[src/rtl/riscv_pkg.sv]
// Shared RISC-V front-end constants used by the fetch path and its benches.
package riscv_pkg;

    localparam int unsigned XLEN     = 32;
    localparam int unsigned INST_W   = 32;
    localparam logic [31:0] RESET_PC = 32'h0000_011C;

endpackage

[src/rtl/ifetch_fifo.sv]
// Synchronous FIFO with push/pop/clear; head is always the oldest entry.
module ifetch_fifo #(
    parameter int unsigned WIDTH = 32,
    parameter int unsigned DEPTH = 2
) (
    input  logic                         clk_i,
    input  logic                         reset_i,
    input  logic                         clear_i,
    input  logic                         push_i,
    input  logic [WIDTH-1:0]             push_data_i,
    input  logic                         pop_i,
    output logic [WIDTH-1:0]             head_o,
    output logic [$clog2(DEPTH+1)-1:0]   count_o,
    output logic                         full_o,
    output logic                         empty_o
);

    localparam int unsigned PTR_W = (DEPTH > 1) ? $clog2(DEPTH) : 1;
    localparam int unsigned CNT_W = $clog2(DEPTH + 1);

    logic [WIDTH-1:0] mem [DEPTH];
    logic [PTR_W-1:0] rd_ptr;
    logic [PTR_W-1:0] wr_ptr;

    function automatic logic [PTR_W-1:0] next_ptr(input logic [PTR_W-1:0] p);
        return (p == PTR_W'(DEPTH - 1)) ? '0 : p + PTR_W'(1);
    endfunction

    always_ff @(posedge clk_i) begin
        if (reset_i) begin
            rd_ptr  <= '0;
            wr_ptr  <= '0;
            count_o <= '0;
            for (int i = 0; i < int'(DEPTH); i++) mem[i] <= '0;
        end else if (clear_i) begin
            rd_ptr  <= '0;
            wr_ptr  <= '0;
            count_o <= '0;
        end else begin
            assert (!(push_i && full_o && !pop_i)) else $error("ifetch_fifo overflow");
            assert (!(pop_i && empty_o)) else $error("ifetch_fifo underflow");
            if (push_i) begin
                mem[wr_ptr] <= push_data_i;
                wr_ptr      <= next_ptr(wr_ptr);
            end
            if (pop_i) rd_ptr <= next_ptr(rd_ptr);
            unique case ({push_i, pop_i})
                2'b10:   count_o <= count_o + CNT_W'(1);
                2'b01:   count_o <= count_o - CNT_W'(1);
                default: ;
            endcase
        end
    end

    always_comb begin
        head_o  = mem[rd_ptr];
        full_o  = (count_o == CNT_W'(DEPTH));
        empty_o = (count_o == '0);
    end

endmodule

[src/rtl/ifetch_unit.sv]
// Fetch front end: credit-limited imem requests, in-order response queue,
// and wrong-path response squashing after a redirect.
module ifetch_unit #(
    parameter int unsigned XLEN    = riscv_pkg::XLEN,
    parameter int unsigned DEPTH   = 2,
    parameter int unsigned MAX_OUT = 2
) (
    input  logic            clk_i,
    input  logic            reset_i,
    input  logic [XLEN-1:0] pc_i,
    input  logic            redirect_i,
    output logic            halt_o,
    output logic            imem_req_valid_o,
    output logic [XLEN-1:0] imem_req_addr_o,
    input  logic            imem_req_ready_i,
    input  logic            imem_rsp_valid_i,
    input  logic [XLEN-1:0] imem_rsp_data_i,
    output logic            inst_valid_o,
    output logic [XLEN-1:0] inst_o,
    output logic [XLEN-1:0] inst_pc_o,
    input  logic            inst_ready_i
);

    localparam int unsigned OUT_W = $clog2(MAX_OUT + 1);
    localparam int unsigned CNT_W = $clog2(DEPTH + 1);

    logic [OUT_W-1:0]  outstanding;
    logic [OUT_W-1:0]  discard;
    logic [OUT_W-1:0]  aq_count;
    logic              aq_full;
    logic              aq_empty;
    logic [XLEN-1:0]   aq_head;
    logic [CNT_W-1:0]  buf_count;
    logic              buf_full;
    logic              buf_empty;
    logic [2*XLEN-1:0] buf_head;
    logic              can_issue;
    logic              fire;
    logic              rsp_live;
    logic              rsp_drop;
    logic              pop;

    // Credit check uses registered occupancy; a pop frees its slot one cycle later.
    always_comb begin
        can_issue = ~reset_i & ~redirect_i
                  & ((32'(outstanding) + 32'(discard)) < MAX_OUT)
                  & ((32'(buf_count) + 32'(outstanding)) < DEPTH);
        fire             = can_issue & imem_req_ready_i;
        rsp_live         = imem_rsp_valid_i & (discard == '0) & ~redirect_i;
        rsp_drop         = imem_rsp_valid_i & (discard != '0);
        inst_valid_o     = ~buf_empty & ~redirect_i & ~reset_i;
        pop              = inst_valid_o & inst_ready_i;
        halt_o           = ~fire;
        imem_req_valid_o = can_issue;
        imem_req_addr_o  = pc_i;
        {inst_o, inst_pc_o} = buf_head;
    end

    // On redirect every live read becomes a read to squash, minus one returning now.
    always_ff @(posedge clk_i) begin
        if (reset_i) begin
            outstanding <= '0;
            discard     <= '0;
        end else begin
            assert (!(imem_rsp_valid_i && outstanding == '0 && discard == '0))
                else $error("ifetch_unit response with nothing outstanding");
            assert (aq_count == outstanding) else $error("ifetch_unit address queue out of sync");
            assert (!(fire && aq_full && !rsp_live)) else $error("ifetch_unit address queue overflow");
            assert (!(rsp_live && (aq_empty || buf_full))) else $error("ifetch_unit response without slot");
            if (redirect_i) begin
                outstanding <= '0;
                discard     <= discard + outstanding - OUT_W'(imem_rsp_valid_i);
            end else begin
                outstanding <= outstanding + OUT_W'(fire) - OUT_W'(rsp_live);
                discard     <= discard - OUT_W'(rsp_drop);
            end
        end
    end

    ifetch_fifo #(.WIDTH(XLEN), .DEPTH(MAX_OUT)) u_addr_q (
        .clk_i       (clk_i),
        .reset_i     (reset_i),
        .clear_i     (redirect_i),
        .push_i      (fire),
        .push_data_i (pc_i),
        .pop_i       (rsp_live),
        .head_o      (aq_head),
        .count_o     (aq_count),
        .full_o      (aq_full),
        .empty_o     (aq_empty)
    );

    ifetch_fifo #(.WIDTH(2*XLEN), .DEPTH(DEPTH)) u_inst_buf (
        .clk_i       (clk_i),
        .reset_i     (reset_i),
        .clear_i     (redirect_i),
        .push_i      (rsp_live),
        .push_data_i ({imem_rsp_data_i, aq_head}),
        .pop_i       (pop),
        .head_o      (buf_head),
        .count_o     (buf_count),
        .full_o      (buf_full),
        .empty_o     (buf_empty)
    );

endmodule

[config.mk]
export PLATFORM = sky130hd
export DESIGN_NAME = ifetch_unit
export DESIGN_NICKNAME = d
export VERILOG_FILES = /design/src/rtl/riscv_pkg.sv /design/src/rtl/ifetch_fifo.sv /design/src/rtl/ifetch_unit.sv
export SDC_FILE = /design/constraint.sdc
export NUM_CORES = 1
export LEC_CHECK = 0
export ABC_AREA = 1
export CORE_ASPECT_RATIO = 1.5
export CORE_MARGIN = 2
export CORE_UTILIZATION = 50
export CTS_BUF_LIST = sky130_fd_sc_hd__clkbuf_8 sky130_fd_sc_hd__clkbuf_16
export DETAILED_ROUTE_END_ITERATION = 10
export PLACE_DENSITY_LB_ADDON = 0.08
export REMOVE_ABC_BUFFERS = 1
export SETUP_SLACK_MARGIN = 0.3
export SLEW_MARGIN = 25
export SYNTH_ARGS = -nofsm -noshare
export SYNTH_HDL_FRONTEND = slang
export SYNTH_SLANG_ARGS = --single-unit
export TNS_END_PERCENT = 50
[constraint.sdc]
create_clock -name clk_i -period 5.7 [get_ports clk_i]
set_input_delay 0.57 -clock clk_i [delete_from_list [all_inputs] [get_ports clk_i]]
set_output_delay 0.57 -clock clk_i [all_outputs]
set_load 0.1 [all_outputs]
==> flow_summary_export.csv <==
group,metric,value,unit
setup_path,critPathTopFamily,"buffers and inverters",
logic_synthesis,synth_top_family_by_area,"multiplexers",
timing,timing.final.crit_share,61.6,%
hold_path,hp-class,"reg2reg",
logic_synthesis,synth_seq_cells,204,
global_route,grt-ovfl-total,0,
timing,worstMarginPinSlew,1040,ps
setup_path,start_kind,"register",
floorplanning,ios,169,
cts,cts_tree,"yes",
timing,fmax,0.285,GHz
setup_path,critical_path_class,"reg2out",
logic_synthesis,syn_area_per_cell,12.5,um^2
setup_path,r2r_cells,8,
timing,hold_violations,0,
global_route,grt_max_degree,66,
cts,post_cts_resized,0,
cts,cts_hold_buf,0,
outcome,violations,"DRC",
logic_synthesis,synth-simple-area-share,10.5,%
logic_synthesis,synthAdderAreaFrac,1.43,%
timing,fin_crit,3510,ps
detailed_routing,vias,5369,
detailed_routing,drtIter0Drc,305,
cts,clkSinkCount,204,
logic_synthesis,synth_xor_area_share,0.196,%
setup_path,arrival,2940,ps
cts,cts_setup_buffers,0,
timing,rsz0062_at_grt,"false",
timing,setup_viol,0,
placement,dpl_cell_area,0.0105,mm^2
finish,n_fill_cell,1391,
detailed_routing,first_pass_iters,8,
floorplanning,rows,59,
logic_synthesis,netlist_area,0.00895,mm^2
pwr,max-vdd-ir-drop,0.191,mV
floorplanning,die_area,0.0190,mm^2
cts,clk_latency,470,ps
cts,htree_num_levels,1,
detailed_routing,vias_per_cell,5.05,
global_route,grt_pass1_vias,5752,
finish,fin_area,0.0111,mm^2
setup_path,required,5130,ps
finish,instances_no_fill,1064,
logic_synthesis,synth-seq-area-share,67.1,%
floorplanning,dieWidth,113,um
setup_path,crit_buf_inv,2,
setup_path,path_max_fanout,4,
logic_synthesis,syn-instance-count,713,
setup_path,worst_path_most_repeated_cell,"nand2_1",
cts,clk_pin_slew_worst_paths,60,ps
setup_path,endpoint_kind,"output port",
detailed_routing,routedWlPerCell,16.3,um
pwr,p_leak,4.37,nW
floorplanning,die_h,168,um
logic_synthesis,synth_cell_types,26,
finish,num_antenna_cells,0,
cts,max-clock-path-buffers,3,
placement,dp_hpwl,10.6,mm
cts,root_buffer,"clkbuf_16",
setup_path,slowest_stage,"clkdlybuf4s50_1",
logic_synthesis,synth_compound_area_share,0.783,%
job,maxCapViolations,0,
setup_path,path_depth,7,
finish,layout-drive-gt1-share,12.5,%
placement,placedCellCount,1031,
placement,port_buffers,168,
logic_synthesis,synth_area_leaders,"edfxtp_1 64%, nor2_1 8.4%, mux2_2 8.1%",
setup_path,cp_cell_sequence,"nand2_1 > inv_1 > fa_1 > nor2_1 > nand2_1 > nor2_2 > clkdlybuf4s50_1",
logic_synthesis,yosysTopAreaCell,"edfxtp_1",
global_route,track_usage,18.1,%
pwr,p_per_area,323,mW/mm^2
global_route,grt_pass1_wl,27.5,mm
global_route,antenna_found_initial,0,
detailed_routing,wl,17.3,mm
finish,area_growth,24.3,%
setup_path,cp_slowest_stage_delay,1140,ps
floorplanning,coreArea,0.0174,mm^2
timing,fin_skew,8.63,ps
timing,fin_tns_setup,0,ps
logic_synthesis,yosys-mux-area-fraction,11.6,%
outcome,status,"finished, violations left",
detailed_routing,final_antenna_net_count,0,
logic_synthesis,synth_warnings,0,
detailed_routing,drcViolationCount,11,
placement,place.gp.congestion,0.803,
finish,final_nets,918,
cts,cts_buffers,19,
floorplanning,initial_utilization,51.4,%
hold_path,whs_path_depth,2,
timing,slew_viol_final,0,
logic_synthesis,yosysTopAreaCellShare,64.4,%
timing,relSlewSlack,30.7,%
[cells in the final DEF, fill, tap and decap left out, drive strengths merged]
| cell type | count |
|---|---|
| bufinv | 2 |
| xor2 | 1 |
| nor2 | 204 |
| xnor2 | 1 |
| inv | 95 |
| a21oi | 10 |
| clkdlybuf4s50 | 168 |
| nand3b | 1 |
| edfxtp | 192 |
| nand2 | 24 |
| mux2i | 32 |
| fa | 2 |
| mux2 | 64 |
| nor3b | 1 |
| clkbuf | 19 |
| nand2b | 1 |
| clkinv | 4 |
| nor3 | 1 |
| o21ai | 4 |
| dfxtp | 12 |
| ha | 7 |
| nand3 | 6 |
[routing by layer]
metal	GRT usage, %	up-vias	share of wire [%]
met5	0	-	0
met4	7.00	0	3.2
met3	2.27	42	5.1
met2	34.3	144	55
met1	20.3	2599	37
li1	-	2584	-
[cells in the mapped netlist, drive strengths merged]
master	number
clkbuf	2
fa	2
xor2	1
ha	7
mux2	64
nor3b	1
inv	87
nand2b	1
a21oi	10
nand2	24
nand3b	1
buf	61
o21ai	4
dfxtp	12
nor3	1
nor2	204
mux2i	32
nand3	6
edfxtp	192
xnor2	1
[report_power, final]
group          internal (mW)  switching (mW)  total [mW]  leakage (nW)
logic                  0.170           0.465       0.634          1.97
registers               1.72          0.0299        1.75          2.09
clock network          0.695           0.512        1.21         0.313
[stage by stage]
stage          utilization [%]  setup slack (ps)  power [mW]  hold slack (ps)
2_1_floorplan                -              1440        2.15              447
3_3_place_gp              60.4              2090        2.41              460
3_5_place_dp              60.4              2030        2.42              467
4_1_cts                   63.8              2130        3.62              472
5_1_grt                   63.8              2020        3.72              530
6_report                  63.8              2190        3.59              487
[worst reg2reg max path, stage by stage (launching register included)]
cell,delay [ps]
dfxtp_1,390
nand2_1,70
inv_1,70
fa_1,430
nor2_1,110
nand2_1,120
nor2_2,140
nand3_2,600
nand2_2,910
[cells by family after synthesis]
| logic type | count (synthesis) |
|---|---|
| AO/OA/AOI/OAI | 14 |
| multiplexers | 96 |
| flip-flops | 204 |
| XOR/XNOR | 2 |
| AND/OR/NAND/NOR | 238 |
| adder cells (fa/ha/maj) | 9 |
| buffers and inverters | 150 |
[flip-flops by register name, summed over array words and instances, names as in the netlist, named ones only]
register	flops
u_inst_buf.mem	128
outstanding	2
u_inst_buf.count_o	2
discard	2
u_inst_buf.wr_ptr	1
u_addr_q.wr_ptr	1
u_addr_q.mem	64
u_addr_q.rd_ptr	1
u_inst_buf.rd_ptr	1
[worst paths after layout]
check | start | endpoint | slack, ps
worst max register to register | outstanding[0]$_SDFF_PP0_ | u_addr_q.mem[1][10]$_SDFFCE_PN0P_ | 2480
worst max-delay path | outstanding[0]$_SDFF_PP0_ | imem_req_valid_o | 2190
worst min-delay path | u_addr_q.rd_ptr$_SDFFE_PP0P_ | register | 490
worst min register to register | u_addr_q.rd_ptr$_SDFFE_PP0P_ | register | 490
[cell type report]
type / instances / area [um^2] / area share (%)
sequential: 204 / 6010 / 54.1
multi-input combinational: 359 / 2240 / 20.2
timing repair buffer: 168 / 1680 / 15.1
clock buffer: 19 / 475 / 4.28
inverter: 87 / 327 / 2.94
tap: 213 / 267 / 2.40
clock inverter: 14 / 111 / 1.00
Power figures use the tool's default switching activity.
==> RTL edit, RTL diff (same flow settings) <==
`DEPTH` is set to 2 in 2 places; all go to 4.
--- a/src/rtl/ifetch_fifo.sv
+++ b/src/rtl/ifetch_fifo.sv
@@ -2,5 +2,5 @@
 module ifetch_fifo #(
     parameter int unsigned WIDTH = 32,
-    parameter int unsigned DEPTH = 2
+    parameter int unsigned DEPTH = 4
 ) (
     input  logic                         clk_i,
--- a/src/rtl/ifetch_unit.sv
+++ b/src/rtl/ifetch_unit.sv
@@ -3,5 +3,5 @@
 module ifetch_unit #(
     parameter int unsigned XLEN    = riscv_pkg::XLEN,
-    parameter int unsigned DEPTH   = 2,
+    parameter int unsigned DEPTH   = 4,
     parameter int unsigned MAX_OUT = 2
 ) (
Behaviour: not the same (a bounded check fails within 4 cycles, from zero or initial values and one cycle with reset_i high).
==> RTL edit against the unedited design <==
  * Worst setup slack got worse by 0.89 ns
  * Cell area rose by 55%
  * Power is 54% higher
  * Register-to-register slack improved by 0.29 ns
  * Area after synthesis is 63% higher
  * Routed wire length is 95% higher
  * Clock power increased by 63%
  * Sequential cell count rose by 132
==> RTL edit: results <==
metrics = {
    "global_route": {
        "grt_max_degree": 91,
        "first_global_vias": 9790,
        "grt_use_met1_pct": 26.9,
        "grtUsageMet3_pct": 3.08,
        "grtUsageMet2_pct": 40.4,
        "track_usage_pct": 22.2,
    },
    "critical_path": {
        "reg2regPathDepth": 6,
        "regToRegStartpoint": "discard[1]$_SDFF_PP0_",
        "crit_fanout": 90,
        "arrival_ns": 3.83,
        "r2r_slack_ns": 2.77,
        "cpPeakStageDelay_ns": 1.18,
    },
    "layout": {
        "inverters": 105,
        "buffer_area_share_pct": 10.2,
        "sh_seq_area_pct": 57.5,
        "signal_buffers": 180,
        "syn2layout_area_growth_pct": 18.2,
        "finalNetCount": 1495,
        "drive_gt1_share_pct": 6.61,
        "multi_input_area_um2": 3740,
        "multi_input_gates": 759,
        "top_regs": "u_inst_buf.mem (256), u_addr_q.mem (64), u_inst_buf.count_o (3)",
    },
    "yosys": {
        "synth_seq_cells": 336,
        "synth-xor-area-share_pct": 0.120,
        "yosys-top-cells-area": "edfxtp_1, nor2_1, o21ai_0",
        "avgSynthCellArea_um2": 11.1,
        "synth_edf_count": 320,
        "synth_compound_area_share_pct": 7.79,
        "netlist_top_cells_count": "nor2_1, edfxtp_1, o21ai_0",
        "synth_cell_types": 30,
        "synthMuxAreaShare_pct": 2.33,
        "synthAdderAreaFrac_pct": 1.13,
    },
    "sta": {
        "worst_slew_pin_slew_ns": 1.04,
    },
    "clocking": {
        "clk_pin_slew_ns": 0.06,
        "cts_buffers": 31,
        "cts_setup_buffers": 0,
    },
    "placed_design": {
        "dp_hpwl_um": 17500,
        "place_area_um2": 16300,
        "gp_congestion": 0.754,
        "dp_cells": 1770,
        "pre_cts_slack_ns": 1.87,
    },
    "drt": {
        "wl_um": 33800,
        "vias": 9736,
        "wl_met2_um": 17600,
        "drtIter0Drc": 598,
        "route.met3.wl_um": 1790,
        "wire_per_inst_um": 18.5,
        "wl_met1_um": 13400,
    },
    "hold_path": {
        "min_from": "u_addr_q.rd_ptr$_SDFFE_PP0P_",
    },
    "power_and_ir_drop": {
        "sw_frac_of_total_pct": 26.6,
        "p_seq_share_pct": 51.6,
        "clkPwrFrac_pct": 35.6,
        "irDropWorstVdd_mv": 0.245,
        "p_switching_mw": 1.47,
    },
    "outcome": {
        "status": "finished, final reports clean",
    },
}
-- RTL edit: cell count changes in the layout (fill, tap and decap cells not counted), moves of 5 or more --
cell / change
nor2_1: +198
o21ai_0: +129
edfxtp_1: +128
o22ai_1: +64
mux2_2: -48
nor3_1: +48
nand2_1: +19
mux2i_1: -16
inv_1: +13
clkbuf_16: +12
buf_4: +11
clkinv_2: +10
clkinv_1: +5
-- RTL edit: how the worst max path moves through the flow --
| stage | start | end | slack (ns) | cells past startpoint |
|---|---|---|---|---|
| 2_1_floorplan | u_inst_buf.wr_ptr[0]$_SDFFE_PP0P_ | u_inst_buf.mem[2][0]$_SDFFCE_PN0P_ | -0.99 | 3 |
| 3_3_place_gp | flip-flop | inst_pc_o[31] | 1.91 | 5 |
| 3_5_place_dp | flip-flop | inst_o[5] | 1.87 | 5 |
| 4_1_cts | flip-flop | inst_o[5] | 1.27 | 5 |
| 5_1_grt | flip-flop | inst_pc_o[31] | 1.12 | 5 |
| 6_report | flip-flop | inst_pc_o[31] | 1.30 | 5 |
